--- config.mk ---
export PLATFORM = sky130hd
export DESIGN_NAME = fp_mul_sequencer
export DESIGN_NICKNAME = d
export VERILOG_FILES = /design/src/rtl/fp_mul_sequencer.sv
export SDC_FILE = /design/constraint.sdc
export NUM_CORES = 1
export LEC_CHECK = 0
export CORE_MARGIN = 3
export CORE_UTILIZATION = 30
export DETAILED_ROUTE_END_ITERATION = 16
export PLACE_DENSITY_LB_ADDON = 0.15
export SLEW_MARGIN = 15
export SYNTH_ARGS = -nofsm -noshare
export SYNTH_HDL_FRONTEND = slang
export SYNTH_SLANG_ARGS = --single-unit
--- constraint.sdc ---
create_clock -name clk -period 27.8 [get_ports clk]
set_clock_uncertainty 0.05 [all_clocks]
set_input_delay 4.17 -clock clk [delete_from_list [all_inputs] [get_ports clk]]
set_output_delay 4.17 -clock clk [all_outputs]
set_load 0.01 [all_outputs]
--- src/rtl/fp_mul_sequencer.sv ---
// fp_mul_sequencer
// Front end for the multi-cycle single-precision multiplier. Operand pairs are
// buffered in a small FIFO, handed to the multiplier one at a time using its
// level-sampled ready / one-cycle done protocol, and each product is presented
// on a valid/ready output register. A watchdog substitutes a quiet NaN and
// raises a sticky error if the multiplier never answers.
//
// Optional feature macro: FPMUL_SEQ_CNT_EN (adds op_count and busy outputs).
//
// Ports:
//   clk, rst             clock, asynchronous active-high reset
//   in_valid/in_ready    operand pair handshake (in_ready = FIFO not full)
//   in_op1, in_op2       IEEE754 operands A and B
//   mul_ready            one-cycle start pulse to the multiplier
//   mul_op1, mul_op2     operands to the multiplier, stable around the pulse
//   mul_res, mul_done    multiplier result and its one-cycle completion pulse
//   out_valid/out_ready  result handshake
//   out_data             product (or 7FC00000 after a watchdog timeout)
//   err                  sticky watchdog error
//   op_count, busy       (FPMUL_SEQ_CNT_EN only) handoff count, FSM active
module fp_mul_sequencer #(
  parameter int DEPTH   = 4,
  parameter int TIMEOUT = 32
) (
  input  logic        clk,
  input  logic        rst,
  input  logic        in_valid,
  output logic        in_ready,
  input  logic [31:0] in_op1,
  input  logic [31:0] in_op2,
  output logic        mul_ready,
  output logic [31:0] mul_op1,
  output logic [31:0] mul_op2,
  input  logic [31:0] mul_res,
  input  logic        mul_done,
  output logic        out_valid,
  input  logic        out_ready,
  output logic [31:0] out_data,
  output logic        err
`ifdef FPMUL_SEQ_CNT_EN
  ,
  output logic [15:0] op_count,
  output logic        busy
`endif
);

  localparam int AW = $clog2(DEPTH);
  localparam int CW = $clog2(TIMEOUT + 1);
  localparam logic [31:0] QNAN = 32'h7FC00000;

  typedef enum logic [1:0] {S_IDLE, S_SETUP, S_ISSUE, S_WAIT} state_t;

  state_t        state, state_next;
  logic [31:0]   fifo_a [DEPTH];
  logic [31:0]   fifo_b [DEPTH];
  logic [AW:0]   wr_ptr, rd_ptr;
  logic          full, empty, push, pop;
  logic [CW-1:0] wd_cnt;
  logic          timeout_hit;

  // Extra pointer MSB distinguishes full from empty when the indices match.
  assign full        = (wr_ptr[AW] != rd_ptr[AW]) && (wr_ptr[AW-1:0] == rd_ptr[AW-1:0]);
  assign empty       = (wr_ptr == rd_ptr);
  assign in_ready    = !full;
  assign push        = in_valid && !full;
  assign timeout_hit = (wd_cnt == CW'(TIMEOUT - 1));

  // The head is popped on the edge that enters S_SETUP, so the operand
  // registers are already valid throughout S_SETUP and thus stable for one
  // full cycle before the ready pulse in S_ISSUE.
  assign pop = (state == S_IDLE) && (state_next == S_SETUP);

  always_comb begin
    state_next = state;
    case (state)
      S_IDLE:  if (!empty && !out_valid) state_next = S_SETUP;
      S_SETUP: state_next = S_ISSUE;
      S_ISSUE: state_next = S_WAIT;
      S_WAIT:  if (mul_done || timeout_hit) state_next = S_IDLE;
      default: state_next = S_IDLE;
    endcase
  end

  always_ff @(posedge clk or posedge rst) begin
    if (rst) begin
      wr_ptr <= '0;
      rd_ptr <= '0;
      for (int i = 0; i < DEPTH; i++) begin
        fifo_a[i] <= '0;
        fifo_b[i] <= '0;
      end
    end else begin
      if (push) begin
        fifo_a[wr_ptr[AW-1:0]] <= in_op1;
        fifo_b[wr_ptr[AW-1:0]] <= in_op2;
        wr_ptr <= wr_ptr + 1'b1;
      end
      if (pop) rd_ptr <= rd_ptr + 1'b1;
    end
  end

  // mul_ready is decoded from the next state so it is a clean register output.
  // A done pulse seen outside S_WAIT is ignored, and done wins over a timeout
  // landing in the same cycle.
  always_ff @(posedge clk or posedge rst) begin
    if (rst) begin
      state     <= S_IDLE;
      mul_ready <= 1'b0;
      mul_op1   <= '0;
      mul_op2   <= '0;
      wd_cnt    <= '0;
      out_valid <= 1'b0;
      out_data  <= '0;
      err       <= 1'b0;
    end else begin
      state     <= state_next;
      mul_ready <= (state_next == S_ISSUE);
      if (pop) begin
        mul_op1 <= fifo_a[rd_ptr[AW-1:0]];
        mul_op2 <= fifo_b[rd_ptr[AW-1:0]];
      end
      if (state == S_ISSUE)      wd_cnt <= '0;
      else if (state == S_WAIT)  wd_cnt <= wd_cnt + 1'b1;
      if (out_valid && out_ready) out_valid <= 1'b0;
      if (state == S_WAIT) begin
        if (mul_done) begin
          out_data  <= mul_res;
          out_valid <= 1'b1;
        end else if (timeout_hit) begin
          err       <= 1'b1;
          out_data  <= QNAN;
          out_valid <= 1'b1;
        end
      end
    end
  end

`ifdef FPMUL_SEQ_CNT_EN
  always_ff @(posedge clk or posedge rst) begin
    if (rst)                         op_count <= '0;
    else if (out_valid && out_ready) op_count <= op_count + 16'd1;
  end

  assign busy = (state != S_IDLE);
`endif

endmodule
; Yosys cells after proc, flatten, opt, wreduce, memory -nomap -nowiden
; Index checks and enable logic that the tools add are counted.
[word_totals]
register_bits = 369
latch_bits = 0
ram_bits = 0
romBits = 0
inputBits = 101
wordCells = 72
n_memories = 0
[classes]
add_sub_neg = 3
multipliers = 0
div = 0
order_cmp = 3
eq_ne = 9
shifts = 0
n_mux = 21
n_bitwise = 3
n_reduce_logical = 15
[ops]
columns = operator, count
row1 = bitwise mux 128 bit, 2
row2 = two-way mux 32 bit, 7
row3 = binary-select mux 32 bit (select 2 bit), 2
row4 = demux 32 bit (select 2 bit), 1
row5 = two-way mux 6 bit, 2
row6 = case mux 2 bit (4 select lines), 1
row7 = adder 3 x 1 -> 3 bit (second input constant), 2
row8 = adder 6 x 1 -> 6 bit (second input constant), 1
row9 = equality test 2 bit (second input constant), 3
row10 = equality test 6 x 5 -> 1 bit (second input constant), 1
row11 = greater-or-equal comparator 3 bit (second input constant), 2
row12 = logical AND 1 bit, 6
row13 = NOT 2 -> 3 bit, 2
row14 = equality test 2 x 1 -> 1 bit (second input constant), 2
row15 = two-way mux 1 bit, 4
row16 = two-way mux 2 bit, 2
row17 = nonzero test 2 bit, 2
row18 = equality test 3 bit, 1
row19 = logical NOT 1 bit, 3
row20 = less-than comparator 3 x 1 -> 1 bit (second input constant), 1
row21 = AND reduction 3 bit, 1
row22 = equality test 2 bit, 1
row23 = logical NOT 2 bit, 1
row24 = AND reduction 2 bit, 1
row25 = 3 further kinds, 3

; Logic depth before layout (Yosys ltp)
; Gate-level depths: netlist of the first run.
[depth]
word_depth = 7
mapped_depth = 6

; Worst setup path before layout of the first run
; No wires, ideal clock.
[synth_timing]
path_type = input-to-reg
from = input in_valid
to = register fifo_a[100] in the netlist's numbering
setup_ns = 0.125
arrival_time_ns = 5.198
required_ns = 27.625
setup_slack_ns = 22.427
path_stages = 6
path_buffers = 2
path_cell_list = inv_1 -> a31oi_4 -> and2_1 -> buf_4 -> buf_6 -> mux2_4
[synth_via]
elab_chain_cells = 1
[synth_lines]
columns = element, line
row1 = start: declaration, 27  ; input logic in_valid,
row2 = logical AND 1 bit, 65  ; assign push = in_valid && !full;
row3 = end signal: indexed assignment, 94  ; fifo_a[wr_ptr[AW-1:0]] <= in_op1;
row4 = end: declaration, 54  ; logic [31:0] fifo_a [DEPTH];
; Every way passes these cells.
; A chain may end at the register's enable or synchronous reset.

; Final worst setup path of the first run
[layout_timing]
from = register rd_ptr[0]
to = output in_ready
[layout_via]
elab_chain_cells = 3
[layout_lines]
columns = element, line
row1 = start: declaration, 56  ; logic [AW:0] wr_ptr, rd_ptr;
row2 = start signal: assignment, 98  ; if (pop) rd_ptr <= rd_ptr + 1'b1;
row3 = equality test 2 bit, 62  ; assign full = (wr_ptr[AW] != rd_ptr[AW]) && (wr_ptr[AW-1:0] == rd_ptr[AW-1:0]);
row4 = logical AND 1 bit, 62
row5 = logical NOT 1 bit, 64  ; assign in_ready = !full;
row6 = end: declaration, 28  ; output logic in_ready,
; Every way passes these cells.

==> metrics.yaml, run 1 <==
timing:
  relSlewSlack_pct: 24.67
  tightest_slew_ns: 1.130
  clock.fmax_ghz: 0.1513
  setup_tns_ns: 0
  setup_viol: 0
  hold_viol: 0
  min_period_ns: 6.607
  period_share_pct: 23.77
  hold-worst-slack_ns: 0.4292
  slew_viol_final: 0
  fin_ws_ns: 21.19
  rsz0062_at_grt: "no"
finish:
  final_cell_mix: "dfrtp_1 (367), mux2_4 (230), clkdlybuf4s50_1 (200)"
  post-route-util_pct: 38.13
  syn2layout_area_growth_pct: 24.09
  drive_gt1_share_pct: 37.07
  layout_commonest_cell: "dfrtp_1"
  nets: 1219
  diodes: 0
route:
  dr.pass1.iters: 4
  vias: 8421
  via_per_inst: 4.604
  drt_iter0_markers: 450
  route.detailed.drc: 0
  avgRoutedWirePerCell_um: 20.72
  ant_nets: 0
  wl_um: 37890
power:
  ir_drop_mv: 0.04491
  power_density_nw_per_um2: 127.7
  p_total_mw: 2.595
  p_leak_nw: 8.659
worst_setup_path:
  crit_arrival_ns: 2.39
  cp-end-kind: "primary output"
  path_max_fanout: 28
  critPathRequiredTime_ns: 23.58
  critPathKind: "register to primary output"
  worstSetupStartpointType: "register"
placement:
  hpwl_um: 21930
  place_congestion: 0.6843
  place.port_buffers: 200
  pre_cts_ws_ns: 20.80
global_route:
  grt_pass1_vias: 9394
  antenna_found_initial: 1
  overflow: 0
  grt_max_degree: 163
  grt_pass1_wl_um: 59970
  grt_usage_pct: 13.52
floorplanning:
  row_count: 84
  core_um2: 53290
  die_area_um2: 57420
  die_h_um: 239.6
  die_x_um: 239.6
  start_util_pct: 30.73
  ioPinCount: 201
clocking:
  clockBufferDepth: 3
  clk_latency_ns: 0.56
  cts_tree: "yes"
  clkSlewWorstSetupHoldPaths_ns: 0.06
  ctsResizeCount: 0
  postCtsSetupBuffers: 0
  clock-root-buffer: "clkbuf_16"
  cts_sinks: 369
  ctsHoldBuffers: 0
  cts-buffers-inserted: 43
  htreeDepth: 2
logic_synthesis:
  seq_area_frac_synth_pct: 56.40
  synth_edf_count: 0
  yosys_warnings: 0
  synth_cell_type_count: 38
  ys_ff_latch: 369
  avgSynthCellArea_um2: 17.89
  synth.cell_area_um2: 16370
  synth_ff_type: "dfrtp_1"
  syn-instance-count: 915
  synth-async-reset-ratio_pct: 100.0
  synthesis.nets: 1022
status:
  status: "complete, no violations"
hold_path:
  hold_path.class: "register to register"
job:
  cap_violations: 0
path summary, 6_finish.rpt:
| check | start | end | slack (ns) | cells after the start |
|---|---|---|---|---|
| min in group asynchronous | rst | mul_op2[20] | 4.10 | 2 |
| max in group asynchronous | rst | fifo_a[120] | 21.58 | 4 |
| min | mul_op1[26] | mul_op1[26] | 0.43 | 1 |
| min reg2reg | mul_op1[26] | mul_op1[26] | 0.43 | 1 |
| max reg2reg | rd_ptr[0] | fifo_a[126] | 24.35 | 5 |
| max | rd_ptr[0] | in_ready | 21.19 | 3 |
synth_stat cells (all sizes together), types with 4 or more instances:
| library cell | count | area share, % |
|---|---|---|
| dfrtp | 369 | 56 |
| mux2 | 321 | 27 |
| mux4 | 64 | 8.8 |
| buf | 42 | 2.4 |
| a22o | 23 | 1.2 |
| clkbuf | 16 | 0.37 |
| inv | 11 | 0.25 |
| o22a | 9 | 0.48 |
| nand3 | 7 | 0.21 |
| ha | 6 | 0.46 |
| o21ai | 5 | 0.15 |
| xnor2 | 5 | 0.36 |
| a21oi | 4 | 0.12 |
| and2 | 4 | 0.15 |
| nand2 | 4 | 0.092 |
| nor2 | 4 | 0.092 |
metal layers:
layer / vias to the layer above / wire [um] / global-route usage, %
li1: 3757 / - / -
met4: 2 / 663 / 3.225
met5: - / 9 / 0
met1: 4460 / 18240 / 19.29
met2: 147 / 17290 / 20.83
met3: 55 / 1692 / 3.212
through the flow:
step                area (um^2)  std cells
global placement          18910       1755
finish                    20320       1829
floorplan                 16370        915
detailed placement        18910       1755
CTS                       20320       1829
global route              20320       1829
kinds of logic after synthesis:
logic type,after synthesis,share of synthesized area (%)
adder cells (fa/ha/maj),6,0.4585
XOR/XNOR,8,0.5656
flip-flops,369,56.40
AND/OR/NAND/NOR,28,0.9093
multiplexers,386,36.21
buffers and inverters,69,2.996
AO/OA/AOI/OAI,49,2.461
worst max-delay path, stage by stage (launching register included):
cell and delay, ns:
dfrtp_4 0.84, xnor2_2 0.24, nand3_1 0.13, clkdlybuf4s50_1 0.59
flip-flops by register name (all words and copies together), names as in the netlist:
register	cells
mul_op1	32
rd_ptr	3
out_data	32
state	2
wr_ptr	3
fifo_a	128
mul_op2	32
mul_ready	1
wd_cnt	6
err	1
fifo_b	128
out_valid	1
cell type report:
class                           instances  area [um^2]
Fill cell                            4913        32970
Sequential cell                       369         9241
Multi-Input combinational cell        477         6668
Timing Repair Buffer                  210         2090
Clock buffer                           61         1266
Tap cell                              688        860.8
Clock inverter                         13        142.6
Inverter                               11        48.80
power by group:
group	leakage (nW)	switching, mW	internal [mW]
combinational	3.55	0.366	0.679
sequential	4.40	0.169	0.812
clock	0.699	0.226	0.343
total	8.66	0.762	1.83
(Power assumes the default switching activity.)
==> inputs of run 2 (changes only) <==
==> constraint.sdc (replaced) <==
create_clock -name clk -period 6 [get_ports clk]
set_clock_uncertainty 0.05 [all_clocks]
set_input_delay 0.9 -clock clk [delete_from_list [all_inputs] [get_ports clk]]
set_output_delay 0.9 -clock clk [all_outputs]
set_load 0.01 [all_outputs]
==> metrics.yaml, run 2 (same netlist as run 1, synthesis figures left out) <==
timing:
  min_period_ns: 3.492
  clock.fmax_ghz: 0.2863
  fin_ws_ns: 2.508  # -18.69 ns
  setup_tns_ns: 0  # unchanged
  setup_viol: 0  # unchanged
  rsz0062_at_grt: "no"
  tightest_slew_ns: 0.9828  # -0.1472 ns
  slew_viol_final: 0  # unchanged
  period_share_pct: 58.21
  relSlewSlack_pct: 34.30  # +9.6 points
  hold_viol: 0  # unchanged
finish:
  syn2layout_area_growth_pct: 24.39
  final_cell_mix: "dfrtp_1 (367), mux2_4 (230), clkdlybuf4s50_1 (200)"
  drive_gt1_share_pct: 37.22  # +0.14 points
  layout_commonest_cell: "dfrtp_1"
  nets: 1225  # +0.49%
  top_regs: "fifo_a (128), fifo_b (128)"
  diodes: 0  # unchanged
route:
  drt_iter0_markers: 369  # -18%
  route.detailed.drc: 0  # unchanged
  dr.pass1.iters: 4  # unchanged
  via_per_inst: 4.621  # +0.37%
  ant_nets: 0  # unchanged
  vias: 8494  # +0.87%
  wl_um: 38410  # +1.4%
  avgRoutedWirePerCell_um: 20.90  # +0.87%
placement:
  pre_cts_ws_ns: 2.475  # -18.32 ns
  hpwl_um: 23650  # +7.8%
  place.port_buffers: 200  # unchanged
  place_congestion: 0.6867  # +0.35%
clocking:
  cts_sinks: 369  # unchanged
  ctsHoldBuffers: 0  # unchanged
  cts-buffers-inserted: 43  # unchanged
  htreeDepth: 2  # unchanged
  ctsResizeCount: 0  # unchanged
  clkSlewWorstSetupHoldPaths_ns: 0.06  # about the same
  postCtsSetupBuffers: 0  # unchanged
  clockBufferDepth: 3  # unchanged
  clock-root-buffer: "clkbuf_16"
  cts_tree: "yes"
  clk_latency_ns: 0.56  # about the same
worst_setup_path:
  crit_arrival_ns: 2.54  # +0.15 ns
  worstSetupStartpointType: "register"
  path_max_fanout: 34  # +21%
  critPathKind: "register to primary output"
  cp-end-kind: "primary output"
  critPathRequiredTime_ns: 5.05  # -18.53 ns
global_route:
  grt_usage_pct: 13.62  # +0.10 points
  grt_pass1_wl_um: 60400  # +0.71%
  grt_max_degree: 140  # -14%
  antenna_found_initial: 3  # +2
  overflow: 0  # unchanged
  grt_pass1_vias: 9400  # +0.064%
floorplanning:
  start_util_pct: 30.73  # unchanged
  die_h_um: 239.6  # unchanged
  die_x_um: 239.6  # unchanged
  core_um2: 53290  # unchanged
  ioPinCount: 201  # unchanged
  row_count: 84  # unchanged
  die_area_um2: 57420  # unchanged
job:
  cap_violations: 0  # unchanged
power:
  p_leak_nw: 8.685  # +0.30%
  ir_drop_mv: 0.2041  # +350%
  power_density_nw_per_um2: 590.3  # +360%
hold_path:
  hold_path.class: "register to register"
status:
  status: "complete, no violations"
## run 2: per-layer routing
metal / global-route usage [%] / share of wire, % / up-vias
met1: 19.19 / 47 / 4488
met3: 2.579 / 4.2 / 54
li1: - / - / 3784
met5: 0 / 0.070 / -
met4: 3.958 / 2.0 / 4
met2: 21.45 / 47 / 164
## run 2: report_power, final
group / switching, mW / internal [mW] / leakage [nW] / total [mW]
clock: 1.05 / 1.55 / 0.695 / 2.60
combinational: 1.72 / 3.15 / 3.58 / 4.86
sequential: 0.795 / 3.76 / 4.40 / 4.56
total: 3.56 / 8.46 / 8.68 / 12.0
## run 2: per-stage QoR
step	util (%)	std cells	power (mW)	hold slack (ns)	area, um^2
6_report	38.22	1838	12.02	0.4190	20370
4_1_cts	38.22	1838	12.27	0.4322	20370
2_1_floorplan	-	915	7.971	0.4024	16380
3_5_place_dp	35.59	1761	9.557	0.4173	18960
3_3_place_gp	35.59	1761	9.496	0.4022	18960
5_1_grt	38.22	1838	12.78	0.4388	20370
## run 2: critical path: stages (launching register included)
cell and delay (ns):
dfrtp_4 0.95, xnor2_2 0.26, nand3_1 0.20, clkdlybuf4s50_1 0.56
## run 2: path summary, 6_finish.rpt
| path | startpoint | to | slack [ns] | depth (start not counted) |
|---|---|---|---|---|
| min in group asynchronous | rst | mul_op1[1] | 0.79 | 3 |
| worst max-delay path | rd_ptr[0] | in_ready | 2.51 | 3 |
| worst min-delay path | err | err | 0.42 | 2 |
| max in group asynchronous | rst | fifo_b[106] | 3.74 | 4 |
| worst min register to register | err | err | 0.42 | 2 |
| worst max register to register | rd_ptr[0] | fifo_b[118] | 2.73 | 5 |
## run 2: layout make-up
class	count	area, um^2
timing repair buffer	216	2147
sequential	369	9241
fill	4900	32920
clock inverter	8	80.08
multi-input combinational	477	6668
inverter	11	45.04
tap	688	860.8
clock buffer	69	1325
